**src/rtl/pipe_adder_pkg.sv**
```systemverilog
// -----------------------------------------------------------------------------
// pipe_adder_pkg
// Shared constants and helpers for the pipelined add/subtract unit.
//   DEF_WIDTH / DEF_STAGES : default operand width and pipeline depth
//   chunk_width()          : bits resolved per pipeline stage
//   widths_ok()            : configuration legality (STAGES must divide WIDTH)
//   stage_rec_t            : record carried by one pipeline stage (default size)
// -----------------------------------------------------------------------------
package pipe_adder_pkg;

  localparam int DEF_WIDTH  = 16;
  localparam int DEF_STAGES = 4;

  function automatic int chunk_width(input int width, input int stages);
    return width / stages;
  endfunction

  function automatic bit widths_ok(input int width, input int stages);
    return (width > 0) && (stages > 0) && ((width % stages) == 0);
  endfunction

  localparam int DEF_CHUNK  = chunk_width(DEF_WIDTH, DEF_STAGES);
  localparam bit DEF_CFG_OK = widths_ok(DEF_WIDTH, DEF_STAGES);

  // Contents of one stage at the default size. The top keeps the same fields
  // per stage, but narrows a_hi/b_hi and widens s_lo as chunks are consumed,
  // so no stage stores bits that nothing downstream reads.
  typedef struct packed {
    logic                 valid;
    logic                 sub;
    logic                 carry;   // raw carry out of the chunk just resolved
    logic [DEF_WIDTH-1:0] a_hi;    // operand A bits not yet consumed
    logic [DEF_WIDTH-1:0] b_hi;    // effective operand B bits not yet consumed
    logic [DEF_WIDTH-1:0] s_lo;    // result bits already resolved
  } stage_rec_t;

endpackage

```
**src/rtl/pipe_adder_slice.sv**
```systemverilog
// -----------------------------------------------------------------------------
// pipe_adder_slice
// CHUNK-bit combinational ripple-carry adder built from full-adder cells.
//   a_i, b_i  : chunk operands (b_i already inverted for subtract)
//   c_i       : carry into bit 0 of the chunk
//   s_o       : chunk sum
//   c_o       : carry out of the chunk MSB
//   c_msb_o   : carry into the chunk MSB (signed-overflow detection)
// -----------------------------------------------------------------------------
module pipe_adder_slice
  import pipe_adder_pkg::*;
#(
  parameter int CHUNK = DEF_CHUNK
) (
  input  logic [CHUNK-1:0] a_i,
  input  logic [CHUNK-1:0] b_i,
  input  logic             c_i,
  output logic [CHUNK-1:0] s_o,
  output logic             c_o,
  output logic             c_msb_o
);

  logic [CHUNK:0] c;

  assign c[0] = c_i;

  for (genvar gi = 0; gi < CHUNK; gi++) begin : g_fa
    assign s_o[gi]  = a_i[gi] ^ b_i[gi] ^ c[gi];
    assign c[gi+1]  = (a_i[gi] & b_i[gi]) | (c[gi] & (a_i[gi] ^ b_i[gi]));
  end

  assign c_o     = c[CHUNK];
  assign c_msb_o = c[CHUNK-1];

endmodule

```
**src/rtl/pipe_adder.sv**
```systemverilog
// -----------------------------------------------------------------------------
// pipe_adder
// Pipelined ripple-carry add/subtract unit with valid/ready on both sides.
// Stage k resolves one CHUNK-bit slice of the carry chain; the operand bits
// still to be added ride along in shrinking skew registers while the resolved
// result bits accumulate below them.
//   clk, rst            : clock, asynchronous active-high reset
//   in_valid / in_ready : input handshake (in_ready is combinational)
//   a, b, cin, sub      : operands, carry/borrow-in, mode (1 = a - b - cin)
//   out_valid/out_ready : output handshake
//   s, cout, ovf        : result, carry/borrow-out, signed overflow
//   busy                : any stage holds a valid transaction
// -----------------------------------------------------------------------------
module pipe_adder
  import pipe_adder_pkg::*;
#(
  parameter int WIDTH  = DEF_WIDTH,
  parameter int STAGES = DEF_STAGES
) (
  input  logic             clk,
  input  logic             rst,
  input  logic             in_valid,
  output logic             in_ready,
  input  logic [WIDTH-1:0] a,
  input  logic [WIDTH-1:0] b,
  input  logic             cin,
  input  logic             sub,
  output logic             out_valid,
  input  logic             out_ready,
  output logic [WIDTH-1:0] s,
  output logic             cout,
  output logic             ovf,
  output logic             busy
);

  localparam int CHUNK = chunk_width(WIDTH, STAGES);

  if (!widths_ok(WIDTH, STAGES)) begin : g_cfg_check
    $error("pipe_adder: STAGES must evenly divide WIDTH");
  end

  // The whole pipe moves as one; it only stops when a finished result is
  // waiting at the output and nobody takes it.
  logic              en;
  logic [STAGES-1:0] valid_vec;

  assign en       = !out_valid || out_ready;
  assign in_ready = en;
  assign busy     = |valid_vec;

  for (genvar gi = 0; gi < STAGES; gi++) begin : g_stage
    localparam int IN_W = WIDTH - gi * CHUNK;  // unconsumed operand bits entering
    localparam int LO   = (gi + 1) * CHUNK;    // result bits complete after stage
    localparam int HI   = WIDTH - LO;          // operand bits left after stage

    logic             valid_q;
    logic             sub_q;
    logic             carry_q;
    logic [LO-1:0]    s_lo_q, s_lo_d;

    logic [IN_W-1:0]  in_a, in_b;
    logic             in_c, in_sub, in_v;
    logic [CHUNK-1:0] chunk_s;
    logic             chunk_co, chunk_cmsb;

    if (gi == 0) begin : g_first
      // Subtract as a + ~b + ~cin; the inverted B is what travels down the pipe.
      assign in_a   = a;
      assign in_b   = sub ? ~b : b;
      assign in_c   = cin ^ sub;
      assign in_sub = sub;
      assign in_v   = in_valid;
      assign s_lo_d = chunk_s;
    end else begin : g_next
      assign in_a   = g_stage[gi-1].g_skew.a_hi_q;
      assign in_b   = g_stage[gi-1].g_skew.b_hi_q;
      assign in_c   = g_stage[gi-1].carry_q;
      assign in_sub = g_stage[gi-1].sub_q;
      assign in_v   = g_stage[gi-1].valid_q;
      assign s_lo_d = {chunk_s, g_stage[gi-1].s_lo_q};
    end

    pipe_adder_slice #(
      .CHUNK(CHUNK)
    ) u_slice (
      .a_i    (in_a[CHUNK-1:0]),
      .b_i    (in_b[CHUNK-1:0]),
      .c_i    (in_c),
      .s_o    (chunk_s),
      .c_o    (chunk_co),
      .c_msb_o(chunk_cmsb)
    );

    always_ff @(posedge clk or posedge rst) begin
      if (rst) begin
        valid_q <= 1'b0;
        sub_q   <= 1'b0;
        carry_q <= 1'b0;
        s_lo_q  <= '0;
      end else if (en) begin
        valid_q <= in_v;
        sub_q   <= in_sub;
        carry_q <= chunk_co;
        s_lo_q  <= s_lo_d;
      end
    end

    if (HI > 0) begin : g_skew
      logic [HI-1:0] a_hi_q, b_hi_q;

      always_ff @(posedge clk or posedge rst) begin
        if (rst) begin
          a_hi_q <= '0;
          b_hi_q <= '0;
        end else if (en) begin
          a_hi_q <= in_a[IN_W-1:CHUNK];
          b_hi_q <= in_b[IN_W-1:CHUNK];
        end
      end
    end

    if (gi == STAGES - 1) begin : g_ovf
      logic ovf_q, ovf_d;

      // Overflow uses raw carries, so it is correct for subtract as well.
      assign ovf_d = chunk_cmsb ^ chunk_co;

      always_ff @(posedge clk or posedge rst) begin
        if (rst) begin
          ovf_q <= 1'b0;
        end else if (en) begin
          ovf_q <= ovf_d;
        end
      end
    end

    assign valid_vec[gi] = valid_q;
  end

  assign out_valid = g_stage[STAGES-1].valid_q;
  assign s         = g_stage[STAGES-1].s_lo_q;
  // In subtract mode the borrow is the complement of the raw carry.
  assign cout      = g_stage[STAGES-1].carry_q ^ g_stage[STAGES-1].sub_q;
  assign ovf       = g_stage[STAGES-1].g_ovf.ovf_q;

endmodule

```
**config.mk**
```make
export PLATFORM = sky130hd
export DESIGN_NAME = pipe_adder
export DESIGN_NICKNAME = d
export VERILOG_FILES = /design/src/rtl/pipe_adder_pkg.sv /design/src/rtl/pipe_adder_slice.sv /design/src/rtl/pipe_adder.sv
export SDC_FILE = /design/constraint.sdc
export NUM_CORES = 1
export LEC_CHECK = 0
export BUFFER_PORTS_ARGS = -buffer_cell sky130_fd_sc_hd__buf_2
export CAP_MARGIN = 5
export CORE_UTILIZATION = 32
export DETAILED_ROUTE_END_ITERATION = 6
export PLACE_DENSITY = 0.57
export SYNTH_ARGS = -nofsm -noshare
export SYNTH_HDL_FRONTEND = slang
export SYNTH_HIERARCHICAL = 1
export SYNTH_SLANG_ARGS = --single-unit
```
**constraint.sdc**
```tcl
create_clock -name clk -period 3.05 [get_ports clk]
set_clock_uncertainty 0.1 [all_clocks]
set_input_delay 0.1525 -clock clk [delete_from_list [all_inputs] [get_ports clk]]
set_output_delay 0.1525 -clock clk [all_outputs]
set_load 0.02 [all_outputs]
```
# After elaboration in Yosys (flattened, before gate mapping)
# Index checks and enable logic that the tools add are counted.
# totals
ff_bits	101
n_memories	0
inputBits	38
romBits	0
latchBits	0
mem_bits_rw	0
# op_classes
n_reduce_logical	3
n_mux	1
bitwise	84
n_mul	0
div_mod_pow	0
add_sub_neg	0
n_lt_le_gt_ge	0
shifts	0
eq_ne	0
# ops
operator	n
XOR 1 bit	35
AND 1 bit	32
two-way mux 16 bit	1
inverter 16 bit	1
bitwise OR 1 bit	16
OR reduction 4 bit	1
logical NOT 1 bit	1
logical OR 1 bit	1

# Depth between registers and ports, before layout
# Gate-level depths: netlist of the first run.
# logic_depth
ltp_word	11
mapped_depth	10

# By module
# Netlist of the first run, hierarchy kept.
# modules_own_cells
module	n_inst	cells_each	area_per_inst_um2
pipe_adder	1	237	4274.1
pipe_adder_slice	4	12	110.1

# Worst setup path after synthesis of the first run
# No wires, ideal clock.
# synth_timing
path_type	in2reg
from	in sub
to	reg g_stage[0].s_lo_q[3]
required_time_ns	2.825
setup_time_ns	0.125
path_slack_ns	0.503
n_path_buf	2
arrival_time_ns	2.322
cell_stages	10
cell_sequence	buf_6 buf_4 xor2_1 fa_1 inv_1 fa_1 fa_1 inv_1 fa_1 mux2_4
# synth_between
elab_chain_len	9
word_cells_on_any_way	16
cone_classes	mux: 1; bitwise: 15
# synth_lines
item	line_no	rtl
start: declaration	pipe_adder.sv:27	input logic sub,
two-way mux 16 bit *	pipe_adder.sv:69	assign in_b = sub ? ~b : b;
net g_stage[0].in_b[0]	pipe_adder.sv:61	logic [IN_W-1:0] in_a, in_b;
XOR 1 bit	pipe_adder_slice.sv:29	assign c[gi+1] = (a_i[gi] & b_i[gi]) | (c[gi] & (a_i[gi] ^ b_i[gi]));
AND 1 bit	pipe_adder_slice.sv:29	
bitwise OR 1 bit *	pipe_adder_slice.sv:29	
AND 1 bit *	pipe_adder_slice.sv:29	
bitwise OR 1 bit *	pipe_adder_slice.sv:29	
AND 1 bit *	pipe_adder_slice.sv:29	
bitwise OR 1 bit *	pipe_adder_slice.sv:29	
net g_stage[0].chunk_cmsb	pipe_adder.sv:64	logic chunk_co, chunk_cmsb;
XOR 1 bit *	pipe_adder_slice.sv:28	assign s_o[gi] = a_i[gi] ^ b_i[gi] ^ c[gi];
net g_stage[0].chunk_s[3]	pipe_adder.sv:63	logic [CHUNK-1:0] chunk_s;
end signal: assignment	pipe_adder.sv:104	s_lo_q <= s_lo_d;
end: declaration	pipe_adder.sv:59	logic [LO-1:0] s_lo_q, s_lo_d;
# Mark *: on every way through the listed nets, which the timed path passes. The rest lies on a longest branch.
# A chain may end at the register's enable or synchronous reset.

# Final worst setup path of the first run
# layout_timing
from	reg g_stage[1].g_skew.a_hi_q[0]
to	reg g_stage[2].s_lo_q[11]
# layout_between
elab_chain_len	8
word_cells_on_any_way	9
cone_classes	bitwise: 9
# layout_lines
item	line_no	rtl
start: declaration	pipe_adder.sv:109	logic [HI-1:0] a_hi_q, b_hi_q;
start signal: assignment	pipe_adder.sv:116	a_hi_q <= in_a[IN_W-1:CHUNK];
XOR 1 bit	pipe_adder_slice.sv:29	
AND 1 bit	pipe_adder_slice.sv:29	
bitwise OR 1 bit *	pipe_adder_slice.sv:29	
AND 1 bit *	pipe_adder_slice.sv:29	
bitwise OR 1 bit *	pipe_adder_slice.sv:29	
AND 1 bit *	pipe_adder_slice.sv:29	
bitwise OR 1 bit *	pipe_adder_slice.sv:29	
net g_stage[2].chunk_cmsb	pipe_adder.sv:64	
XOR 1 bit *	pipe_adder_slice.sv:28	
net g_stage[2].chunk_s[3]	pipe_adder.sv:63	
end signal: assignment	pipe_adder.sv:104	
end: declaration	pipe_adder.sv:59	
# Marks and branches as above.

==> results of run 1 <==
-- logic make-up (layout without fill, tap and decap cells) --
| kind of cell | after synthesis | after routing | share of synthesized area |
|---|---|---|---|
| flip-flops | 101 | 101 | 0.536 |
| buffers and inverters | 46 | 124 | 0.0539 |
| adder cells (fa/ha/maj) | 16 | 16 | 0.0679 |
| AND/OR/NAND/NOR | 3 | 3 | 0.00584 |
| multiplexers | 100 | 100 | 0.301 |
| XOR/XNOR | 19 | 19 | 0.0353 |
-- worst paths after layout --
path	cells past startpoint	to	from
worst max register to register	7	g_stage[2].s_lo_q[11]	g_stage[1].g_skew.a_hi_q[0]
max in group asynchronous	4	g_stage[1].s_lo_q[1]	rst
worst min register to register	1	s[12]	s[12]
worst max-delay path	7	g_stage[2].s_lo_q[11]	g_stage[1].g_skew.a_hi_q[0]
worst min-delay path	3	g_stage[0].g_skew.b_hi_q[2]	b[6]
min in group asynchronous	3	s[0]	rst
-- layer usage --
metal | vias up | part of all wire | global-route usage
met5 | - | 0 | 0
met4 | 0 | 0.014 | 0.0407
li1 | 1079 | - | -
met2 | 36 | 0.48 | 0.167
met3 | 7 | 0.044 | 0.0360
met1 | 1165 | 0.47 | 0.149
-- power groups by stage --
stage	sequential (W)	clock (W)	combinational, W
5_1_grt	0.00239	0.00124	0.00250
6_report	0.00231	0.00114	0.00227
3_3_place_gp	0.00232	0	0.00223
3_5_place_dp	0.00234	0	0.00230
2_1_floorplan	0.00239	0	0.00175
4_1_cts	0.00233	0.00119	0.00232
-- area by class of cell --
cell class | count | area [sq um] | area share
clock buffers | 14 | 264 | 0.0471
clock inverters | 1 | 30.0 | 0.00536
well taps | 180 | 225 | 0.0402
flip-flops and latches | 101 | 2530 | 0.451
repair buffers | 76 | 498 | 0.0889
inverters | 33 | 126 | 0.0225
multi-input cells | 138 | 1930 | 0.345
-- layout by cell type (no fill, tap or decap), drive strengths merged --
cell type	synthesis	layout
buf	13	62
bufinv	0	1
clkbuf	0	14
dfrtp	101	101
dlygate4sd3	0	14
fa	16	16
inv	33	33
mux2	100	100
nand2b	2	2
or4	1	1
xor2	19	19
-- through the flow --
step	setup slack [ps]	util	instance area, sq um	hold WS, ps	cells
finish	667	0.396	5600	107	543
global route	504	0.396	5600	94.5	543
CTS	642	0.396	5600	93.0	543
detailed placement	554	0.365	5170	209	514
global placement	576	0.365	5170	202	514
floorplan	150	-	4710	201	285
-- tightest hold or removal path, stage by stage --
cell and delay [ps]:
buf_2 80, xor2_1 130, mux2_4 150
-- flip-flops by register name, summed over array words and instances (netlist names) --
register               cells
g_stage.carry_q            4
g_stage.g_skew.a_hi_q     24
g_stage.g_skew.b_hi_q     24
g_stage.s_lo_q            24
g_stage.sub_q              4
g_stage.valid_q            3
out_valid                  1
ovf                        1
s                         16
==> results by group, run 1 <==
Status
  • Status: complete, no violations

Global route
  • Initial antenna violation count: 0
  • Largest net degree at the start of global routing: 53
  • Total congestion overflow: 0
  • GRT Overall Usage: 0.111
  • First-pass GRT wire length: 12.5 mm
  • Vias in the first global route: 2409

Logic synthesis
  • Ys async rst share: 1.00
  • Post-synth EDFFs: 0
  • Count leader, synth: dfrtp_1
  • #FFs+latches synth: 101
  • Synth warn: 6
  • Area fraction of the dominant cell type after synthesis: 0.536
  • Largest area contributor in the netlist: dfrtp_1
  • Post-Syn Area per Cell: 16.5 sq um
  • Synth Net Count: 339
  • Synth area leaders: dfrtp_1 54%, mux2_4 25%, fa_1 6.8%, mux2_2 5.3%, xor2_1 3.5%
  • Synthesized cell area: 0.00471 sq mm
  • Sequential-to-total area share from yosys stat: 0.536
  • Unique masters post-synth: 12
  • Post-Synthesis Cells: 285
  • Main flop type after synthesis: dfrtp_1
  • Most instantiated cells after synthesis: 101 x dfrtp_1, 78 x mux2_4, 33 x inv_1, 22 x mux2_2, 19 x xor2_1

Power
  • Power, Total: 0.00572 W
  • Psw: 0.00171 W
  • Combinational Power Share: 0.396
  • Switch share: 0.300
  • Pwr Density: 1020 mW/mm^2
  • Cell Int Power: 0.00401 W
  • Leak Pwr: 2.79 nW
  • Clk pwr share: 0.200
  • Worst VDD drop: 341 uV
  • Power share of the sequential group: 0.404

Setup path
  • CP Capture Type: flip-flop
  • CP dominant cell by count: fa_1
  • Buf+Inv Stages, Crit Path: 2
  • CP max FO: 2
  • Crit-path cells: fa_1 > inv_1 > fa_1 > fa_1 > inv_1 > fa_1 > mux2_4
  • Crit path launch type: flip-flop
  • Family with the most delay on the worst path: adder cells
  • Critical Path AT: 2510 ps
  • Worst R2R Setup Slack: 670 ps
  • Crit-path slowest cell: fa_1
  • Critical Path RT: 3180 ps
  • Critical path type: flip-flop to flip-flop
  • Crit path largest cell delay: 400 ps

Clock tree
  • CTS tree: yes
  • Skew-Pair Late Insertion Delay: 340 ps
  • Setup bufs post-CTS: 0
  • Clock Tree Root: clkbuf_16
  • H-tree depth: 3
  • Hold-fix buffers, CTS: 14
  • CTS Buf Count: 9
  • Resized Gates After CTS: 0
  • Max Root-Sink Buffers: 2
  • Reg clk slew, reported paths: 70 ps
  • Clock Sinks: 101

Min path
  • HP Class: input pin to flip-flop

Job
  • Max-cap violations: 0

Placed design
  • Number of port buffers: 58
  • HPWL Detailed: 5.02 mm
  • GPL Wtd Cong: 0.722

Timing
  • Final Cycle Share: 0.781
  • Final setup vio count: 0
  • TNS Setup: 0 ps
  • Max transition margin: 0.550
  • Final hold violations: 0
  • Period minus WS final: 2380 ps
  • Slew @ Worst Pin: 675 ps
  • Fmax: 420 MHz
  • Pins Over Slew Limit: 0
  • RSZ-0062 raised after global routing: no

Detailed routing
  • Via count: 2287
  • DRT Wirelength: 7.58 mm
  • Residual DRC: 0
  • ANT nets after route: 0
  • Via density: 4.21
  • DR pass1 iterations: 4
  • Violation count after the first detailed-routing iteration: 84
  • Per-cell routed wire length: 14.0 um

Cells and area
  • # diodes: 0
  • Share of cells above drive strength 1: 0.485
  • Filler cells: 1340
  • Area Growth Syn to Fin: 18.9%
  • Final #Nets: 413

Die
  • Die Y: 123 um
  • Std cell rows: 43
  • IO Pins: 59
  • Core ar.: 0.0141 sq mm
  • Die area: 0.0152 sq mm
  • Initial core utilization: 0.333
  • Die width: 123 um
Power figures use the tool's default switching activity.
==> run 2, diff against run 1 <==
- clock period: 3.05 -> 2 ns (I/O delays scaled with it)
==> run 2 against run 1 <==
  * Fmax is 4.3% higher
  * Clock power is 53% higher
  * Core utilization is 1.3 points higher
  * The run now ends with negative setup slack left
  * Largest cell class unchanged
  * Register-to-register slack worse by 950 ps
  * First-iteration DRC count is 48% higher
  * Non-clock buffer count is 15 higher
  * Sequential power is 53% higher
  * Global-route usage is 0.37 points higher
  * Die area stayed put
  * Critical endpoint is now g_stage[1].s_lo_q[7]
  * Critical path type unchanged
  * Clock-buffer cell count is 2 lower
==> results by group, run 2 (synthesized netlist as in run 1, its figures left out) <==
Cells and area
  • Core Util, Final: 0.409
  • # diodes: 0
  • Filler cells: 1323
  • Multi-input gate area: 0.00199 sq mm
  • Final #Nets: 428
  • Commonest non-fill, non-tap cell in the layout: dfrtp_1
  • Area Growth Syn to Fin: 22.9%
  • Top Registers: g_stage.g_skew.a_hi_q (24), g_stage.g_skew.b_hi_q (24), g_stage.s_lo_q (24)
  • Share of cells above drive strength 1: 0.580
  • Commonest cells after routing, fill and taps aside: 101 x dfrtp_1, 79 x mux2_4, 57 x buf_2
  • Post-Layout Inst Area: 0.00579 sq mm
  • Register area: 0.00253 sq mm

Die
  • Die Y: 123 um
  • Core ar.: 0.0141 sq mm
  • Die width: 123 um
  • IO Pins: 59
  • Initial core utilization: 0.333
  • Std cell rows: 43
  • Die area: 0.0152 sq mm

Global route
  • Largest net degree at the start of global routing: 102
  • Total congestion overflow: 0
  • Vias in the first global route: 2461
  • GRT Overall Usage: 0.114
  • Initial antenna violation count: 0
  • First-pass GRT wire length: 12.8 mm

Power
  • Worst VDD drop: 655 uV
  • Switch share: 0.303
  • Combinational Power Share: 0.423
  • Leak Pwr: 2.85 nW
  • Psw: 0.00276 W
  • Clk pwr share: 0.190
  • Pwr Density: 1580 mW/mm^2
  • Cell Int Power: 0.00636 W
  • Power share of the sequential group: 0.387
  • Power, Total: 0.00913 W

Placed design
  • Number of port buffers: 58
  • HPWL Detailed: 4.99 mm
  • GPL Wtd Cong: 0.703
  • Pre-CTS WS: -346 ps
  • Dpl cell area: 0.00530 sq mm

Setup path
  • CP max FO: 2
  • CP dominant cell by count: fa_2
  • Buf+Inv Stages, Crit Path: 2
  • Family with the most delay on the worst path: adder cells
  • Critical Path RT: 2140 ps
  • CP Capture Type: flip-flop
  • Crit-path slowest cell: fa_2
  • Crit-path cells: fa_2 > inv_2 > fa_2 > fa_2 > inv_2 > fa_2 > mux2_4
  • Critical path type: flip-flop to flip-flop
  • Crit path launch type: flip-flop
  • Crit path largest cell delay: 410 ps
  • Critical Path AT: 2420 ps

Timing
  • Pins Over Slew Limit: 0
  • RSZ-0062 raised after global routing: yes
  • Fmax: 438 MHz
  • Max transition margin: 0.615
  • Period minus WS final: 2290 ps
  • Final Worst Setup Slack: -285 ps
  • Slew @ Worst Pin: 577 ps
  • Final Cycle Share: 1.14
  • Final setup vio count: 8
  • Final hold violations: 0

Detailed routing
  • Via density: 4.25
  • Per-cell routed wire length: 14.0 um
  • Via count: 2377
  • DR pass1 iterations: 4
  • DRT Wirelength: 7.82 mm
  • ANT nets after route: 0
  • Residual DRC: 0
  • Violation count after the first detailed-routing iteration: 124

Clock tree
  • Clock Tree Root: clkbuf_16
  • Reg clk slew, reported paths: 60 ps
  • H-tree depth: 3
  • Skew-Pair Late Insertion Delay: 350 ps
  • CTS Buf Count: 9
  • Clock Sinks: 101
  • Max Root-Sink Buffers: 2
  • CTS tree: yes

Status
  • Failing checks: negative setup slack
  • Status: finished with violations

Min path
  • HP Class: input pin to flip-flop

Job
  • Max-cap violations: 0
-- run 2: layout make-up --
| type | count | area share |
|---|---|---|
| Inverter | 33 | 0.0220 |
| Multi-Input combinational cell | 138 | 0.343 |
| Tap cell | 180 | 0.0389 |
| Clock buffer | 12 | 0.0425 |
| Timing Repair Buffer | 91 | 0.109 |
| Clock inverter | 4 | 0.00821 |
| Sequential cell | 101 | 0.436 |
-- run 2: per-layer routing --
metal,share of wire,vias to the layer above,track usage
li1,-,1105,-
met1,0.49,1220,0.158
met2,0.44,42,0.156
met3,0.053,10,0.0461
met4,0.017,0,0.0497
met5,0,-,0
-- run 2: metrics by stage --
stage	hold slack [ps]	TNS (ps)	cells
2_1_floorplan	148	-1400	285
3_3_place_gp	197	-1640	524
3_5_place_dp	207	-1950	524
4_1_cts	34.9	-1560	558
5_1_grt	45.3	-2060	559
6_report	44.6	-1470	559
-- run 2: path summary, 6_finish.rpt --
check,start,to,slack (ps),depth (start not counted)
worst min-delay path,b[5],g_stage[0].g_skew.b_hi_q[1],40,3
worst max register to register,g_stage[0].g_skew.b_hi_q[0],g_stage[1].s_lo_q[7],-290,7
worst max-delay path,g_stage[0].g_skew.b_hi_q[0],g_stage[1].s_lo_q[7],-290,7
max in group asynchronous,rst,g_stage[0].s_lo_q[0],1010,4
worst min register to register,g_stage[1].g_skew.b_hi_q[6],g_stage[2].g_skew.b_hi_q[2],400,1
min in group asynchronous,rst,g_stage[1].s_lo_q[5],320,4
-- run 2: power groups by stage --
stage	combinational [W]	clock (W)	sequential, W
2_1_floorplan	0.00276	0	0.00366
3_3_place_gp	0.00360	0	0.00354
3_5_place_dp	0.00371	0	0.00357
4_1_cts	0.00385	0.00180	0.00355
5_1_grt	0.00424	0.00187	0.00367
6_report	0.00386	0.00174	0.00353
-- run 2: repair_timing --
action / 4_1_cts / 5_1_grt
setup buffers: 4 / 1
setup endpoints to repair: 9 / 11
hold buffers: 14 / 0
pin swaps: 1 / 8
endpoints found under the hold margin: 114 / 0
resized for setup: 1 / 9
-- run 2: worst reg2reg max path, stage by stage (launching register included) --
cell and delay (ps):
dfrtp_1 380, fa_2 220, inv_2 50, fa_2 340, fa_2 340, inv_2 60, fa_2 410, mux2_4 260
